[config.mk]
export PLATFORM = sky130hd
export DESIGN_NAME = alu32_arbiter
export DESIGN_NICKNAME = d
export VERILOG_FILES = /design/src/rtl/alu32_arbiter.sv
export SDC_FILE = /design/constraint.sdc
export NUM_CORES = 1
export LEC_CHECK = 0
export CAP_MARGIN = 20
export CORE_AREA = 2 2 127 129
export DETAILED_ROUTE_END_ITERATION = 16
export DIE_AREA = 0 0 129 131
export PLACE_DENSITY = 0.87
export SLEW_MARGIN = 20
export SYNTH_ARGS = -nofsm -noshare
export SYNTH_HDL_FRONTEND = slang
export SYNTH_SLANG_ARGS = --single-unit
[constraint.sdc]
create_clock -name Input_clk -period 3.3 [get_ports Input_clk]
set_input_delay 0.66 -clock Input_clk [delete_from_list [all_inputs] [get_ports Input_clk]]
set_output_delay 0.66 -clock Input_clk [all_outputs]
set_load 0.005 [all_outputs]
[src/rtl/alu32_arbiter.sv]
// Round-robin arbiter/sequencer giving two requesters turns on a shared 32-bit ALU.
// Optional sticky per-requester overflow flags: define ALU32_ARB_STICKY_OVF_EN.
module alu32_arbiter #(
    parameter int ALU_LATENCY = 1
) (
    input  logic        Input_clk,
    input  logic        Input_rst_n,
    input  logic        Input_req0_valid,
    input  logic [31:0] Input_req0_x,
    input  logic [31:0] Input_req0_y,
    input  logic [4:0]  Input_req0_control,
    input  logic        Input_req0_cin,
    output logic        monitor_req0_ready,
    output logic        monitor_rsp0_valid,
    output logic [31:0] monitor_rsp0_out,
    output logic        monitor_rsp0_overflow,
    input  logic        Input_rsp0_ready,
    input  logic        Input_req1_valid,
    input  logic [31:0] Input_req1_x,
    input  logic [31:0] Input_req1_y,
    input  logic [4:0]  Input_req1_control,
    input  logic        Input_req1_cin,
    output logic        monitor_req1_ready,
    output logic        monitor_rsp1_valid,
    output logic [31:0] monitor_rsp1_out,
    output logic        monitor_rsp1_overflow,
    input  logic        Input_rsp1_ready,
    output logic [31:0] monitor_alu_x,
    output logic [31:0] monitor_alu_y,
    output logic [4:0]  monitor_alu_control,
    output logic        monitor_alu_cin,
    input  logic [31:0] Input_alu_out,
    input  logic        Input_alu_overflow,
    output logic        monitor_busy,
    input  logic        Input_ovf_clr,
    output logic [1:0]  monitor_ovf_sticky
);

    localparam logic [3:0] CNT_LOAD = 4'(ALU_LATENCY - 1);

    typedef enum logic [1:0] {IDLE, EXEC, RESP} state_t;

    state_t      state;
    state_t      state_next;
    logic        last;
    logic        owner;
    logic        grant;
    logic        accept;
    logic        rsp_accept;
    logic [3:0]  cnt;
    logic [31:0] rsp_out;
    logic        rsp_ovf;

    // On a tie the requester that did not win last time is granted.
    always_comb begin
        grant = 1'b0;
        if (Input_req0_valid && Input_req1_valid)
            grant = ~last;
        else if (Input_req1_valid)
            grant = 1'b1;
    end

    // Ready is gated by reset so nothing can be accepted while it is asserted.
    assign monitor_req0_ready = Input_rst_n && (state == IDLE) && Input_req0_valid && !grant;
    assign monitor_req1_ready = Input_rst_n && (state == IDLE) && Input_req1_valid && grant;
    assign accept     = monitor_req0_ready || monitor_req1_ready;
    assign rsp_accept = (state == RESP) && (owner ? Input_rsp1_ready : Input_rsp0_ready);

    always_comb begin
        state_next = state;
        case (state)
            IDLE:    if (accept) state_next = EXEC;
            EXEC:    if (cnt == 4'd0) state_next = RESP;
            RESP:    if (rsp_accept) state_next = IDLE;
            default: state_next = IDLE;
        endcase
    end

    always_ff @(posedge Input_clk) begin
        if (!Input_rst_n)
            state <= IDLE;
        else
            state <= state_next;
    end

    always_ff @(posedge Input_clk) begin
        if (!Input_rst_n) begin
            last                <= 1'b1;
            owner               <= 1'b0;
            cnt                 <= 4'd0;
            monitor_alu_x       <= '0;
            monitor_alu_y       <= '0;
            monitor_alu_control <= '0;
            monitor_alu_cin     <= 1'b0;
            rsp_out             <= '0;
            rsp_ovf             <= 1'b0;
        end else begin
            if (accept) begin
                last                <= grant;
                owner               <= grant;
                cnt                 <= CNT_LOAD;
                monitor_alu_x       <= grant ? Input_req1_x       : Input_req0_x;
                monitor_alu_y       <= grant ? Input_req1_y       : Input_req0_y;
                monitor_alu_control <= grant ? Input_req1_control : Input_req0_control;
                monitor_alu_cin     <= grant ? Input_req1_cin     : Input_req0_cin;
            end else if (state == EXEC && cnt != 4'd0) begin
                cnt <= cnt - 4'd1;
            end
            if (state == EXEC && cnt == 4'd0) begin
                rsp_out <= Input_alu_out;
                rsp_ovf <= Input_alu_overflow;
            end
        end
    end

    assign monitor_busy          = (state != IDLE);
    assign monitor_rsp0_valid    = (state == RESP) && !owner;
    assign monitor_rsp1_valid    = (state == RESP) && owner;
    assign monitor_rsp0_out      = rsp_out;
    assign monitor_rsp1_out      = rsp_out;
    assign monitor_rsp0_overflow = rsp_ovf;
    assign monitor_rsp1_overflow = rsp_ovf;

`ifdef ALU32_ARB_STICKY_OVF_EN
    logic [1:0] ovf_set;

    assign ovf_set = {rsp_accept && owner && rsp_ovf, rsp_accept && !owner && rsp_ovf};

    // A set in the same cycle as a clear survives the clear.
    always_ff @(posedge Input_clk) begin
        if (!Input_rst_n)
            monitor_ovf_sticky <= 2'b00;
        else
            monitor_ovf_sticky <= (Input_ovf_clr ? 2'b00 : monitor_ovf_sticky) | ovf_set;
    end
`else
    logic unused_ovf_clr;

    assign unused_ovf_clr     = Input_ovf_clr;
    assign monitor_ovf_sticky = 2'b00;
`endif

endmodule
==> summary.txt <==
Critical path
  – Crit path cell chain: clkdlybuf4s50_1, a21bo_2, and3_1, clkdlybuf4s50_1
  – CP max-delay cell: clkdlybuf4s50_1
  – CP required: 2.64 ns
  – R2R cell count: 5
  – Worst Path Max Fanout: 6
  – Critical path's largest stage delay: 0.61 ns
  – CP Class: in2out
  – Most frequent CP cell: clkdlybuf4s50_1
  – CP Capture Type: output port
  – Startpoint Class: input port
  – Crit path DAT: 2.19 ns

Clock network
  – Clock sinks: 111
  – Clock transition at the registers of the reported paths: 0.07 ns
  – Clock Path Buffers: 2
  – Worst skew pair latency: 0.35 ns
  – Setup Fix Bufs, Post-CTS: 0
  – CTS root buf: clkbuf_16
  – TritonCTS Buffers: 9
  – CTS tree: done
  – Htree depth: 3
  – Post_cts resized: 0
  – Hold Buf Count CTS: 0

Timing
  – Relative slew margins: 39.7%
  – Final setup viols: 0
  – FMAX: 351 MHz
  – Fin crit period: 2.85 ns
  – Worst slew pin tran: 0.904 ns
  – Total negative slack: 0 ns
  – Slew Viols, Final: 0
  – Fin crit share: 86.2%
  – Hold slack: 0.492 ns
  – Unrepaired setup endpoints after global routing: false
  – Final hold viol count: 0
  – Worst Skew: 0.00963 ns

Pwr
  – Combinational Power Share: 28.5%
  – Flop pwr share: 41.3%
  – Max VDD drop: 0.330 mV
  – Internal power: 2.65 mW
  – Net Sw Power: 1.06 mW
  – Switching Share: 28.6%
  – Leakage: 3.09 nW
  – Power per cell area: 417 nW/um^2
  – Clock power share: 30.2%

Floorplanning
  – Chip width: 129 microns
  – Total Die Area: 16900 sq um
  – Core Rows: 46
  – Starting Density: 35.6%
  – Core area: 15600 sq um
  – Vert. Die Dim: 131 microns
  – I/O pin total: 323

Yosys
  – Compound-Gate Fraction of Synth Area: 33.2%
  – Top-count cell post-synth: nand2_1
  – Area contributors post-synth: dfxtp_1 40%, a311oi_2 19%, a21oi_1 9.9%
  – Post-synth ARST share: 0%
  – Syn Area/Cell: 8.72 sq um
  – Largest family of logic cells by synthesized area: compound AO/OA/AOI/OAI gates
  – Post-synth design cell area: 5550 sq um
  – Syn Inst Count: 637
  – Post-synth top flop: dfxtp_1
  – Seq/Total Area, Yosys: 40.0%
  – Adder-cell share of the synthesized area: 0.225%
  – Yosys warnings: 0
  – Mux cell area share after synthesis: 0.180%
  – Commonest cells in the netlist: 141 x nand2_1, 111 x dfxtp_1, 110 x a21oi_1
  – Dominant cell type by area after synthesis: dfxtp_1
  – Post-synth EDFFs: 0
  – Synth Register Bits: 111
  – Post-synthesis simple-gate area fraction: 15.1%
  – Synth Area in XOR/XNOR: 0%
  – Share of the synthesized area in the top cell type: 40.0%
  – Yosys cell types: 37

Min path
  – WHS Path Cells: 2
  – Min-delay worst type: reg2reg

Finish
  – Layout area overhead: 60.1%
  – Diode count: 0
  – Nets: 1065
  – Multi-input logic area: 2730 sq um
  – Share of layout cells above drive strength 1: 12.5%
  – Final Util: 57.0%
  – Design Area, Final: 8890 sq um
  – Register Area: 2220 sq um
  – Fill cells: 1369

Global route
  – Vias in the first global route: 5286
  – Largest net degree at the start of global routing: 72
  – Initial antenna violation count: 1
  – First-pass GRT wire length: 27700 microns
  – Total GRT Usage: 20.8%
  – GRT overflow: 0

Route
  – DR WL/cell: 16.5 microns
  – Initial DRT Pass Iterations: 5
  – DR DRC count: 0
  – Total routed wirelength: 18200 microns
  – Vias/cell: 5.08
  – Vias: 5610
  – Antenna Nets Post-Route: 0
  – Iteration-0 DRC count of the detailed router: 381

Placement
  – Input/output buffers: 319
  – Placed Area: 8590 sq um
  – GPL Wtd Cong: 0.824
  – Post-DP HPWL: 12700 microns

Run status
  – Status: finished clean

Run
  – Maxcap violations: 0
per-layer routing:
| metal | vias to the layer above | wire length, microns | track usage (%) |
|---|---|---|---|
| li1 | 2730 | - | - |
| met1 | 2600 | 6980 | 23.5 |
| met2 | 252 | 9260 | 36.5 |
| met3 | 26 | 1540 | 6.47 |
| met4 | 2 | 400 | 8.31 |
| met5 | - | 13 | 0 |
final cells by class:
class	count	share of cell area [%]
Tap cell	216	3.04
Sequential cell	111	25.0
Multi-Input combinational cell	421	30.7
Clock buffer	12	3.00
Timing Repair Buffer	335	37.5
Inverter	6	0.281
Clock inverter	4	0.408
power groups by stage:
| stage | registers [mW] | clock network (mW) | logic (mW) |
|---|---|---|---|
| 6_report | 1.53 | 1.12 | 1.06 |
| 5_1_grt | 1.55 | 1.19 | 1.14 |
| 4_1_cts | 1.53 | 1.15 | 1.07 |
| 3_5_place_dp | 1.56 | 0 | 1.06 |
| 3_3_place_gp | 1.56 | 0 | 1.05 |
| 2_1_floorplan | 1.56 | 0 | 0.508 |
cell families after synthesis:
group	after synthesis
adders and majority gates	1
other	1
DFF	111
buffers and inverters	106
and+or+nand+nor	193
AOI/OAI and AO/OA	224
muxes	1
placed cells by master (no fill, tap or decap), types with 2 or more instances in the layout:
| cell | count |
|---|---|
| inv_1 | 5 |
| a21oi_1 | 110 |
| o21ai_0 | 8 |
| buf_12 | 2 |
| conb_1 | 2 |
| and3_1 | 2 |
| clkbuf_8 | 3 |
| nor2_1 | 2 |
| a311oi_2 | 70 |
| clkbuf_16 | 9 |
| nand2_1 | 141 |
| nand3_1 | 34 |
| dfxtp_1 | 111 |
| o21ai_1 | 31 |
| clkdlybuf4s50_1 | 319 |
| nor3b_4 | 2 |
| buf_4 | 14 |
stage by stage:
| step | setup slack [ns] | total power, mW | cells |
|---|---|---|---|
| floorplan | 1.21 | 2.07 | 638 |
| global placement | 0.356 | 2.61 | 1089 |
| detailed placement | 0.355 | 2.62 | 1089 |
| CTS | 0.434 | 3.75 | 1105 |
| global route | 0.374 | 3.88 | 1105 |
| finish | 0.454 | 3.71 | 1105 |
critical path: cells and delay by family:
kind | cells | cell delay, ns
AO/OA/AOI/OAI | 1 | 0.21
buffers and inverters | 2 | 1.15
AND/OR/NAND/NOR | 1 | 0.17
path summary, 6_finish.rpt:
check	start	endpoint	slack [ns]
worst max register to register	state[1]	monitor_alu_y[15]	1.05
worst min-delay path	monitor_rsp0_out[23]	monitor_rsp0_out[23]	0.49
worst min register to register	monitor_rsp0_out[23]	monitor_rsp0_out[23]	0.49
worst max-delay path	Input_req0_valid	monitor_req0_ready	0.45
sequential cells by signal, summed over array words and instances (netlist names), 2 cells and up:
name / flops
cnt: 4
state: 2
monitor_alu_control: 5
monitor_alu_x: 32
monitor_alu_y: 32
monitor_rsp0_out: 32
Power figures use the tool's default switching activity.
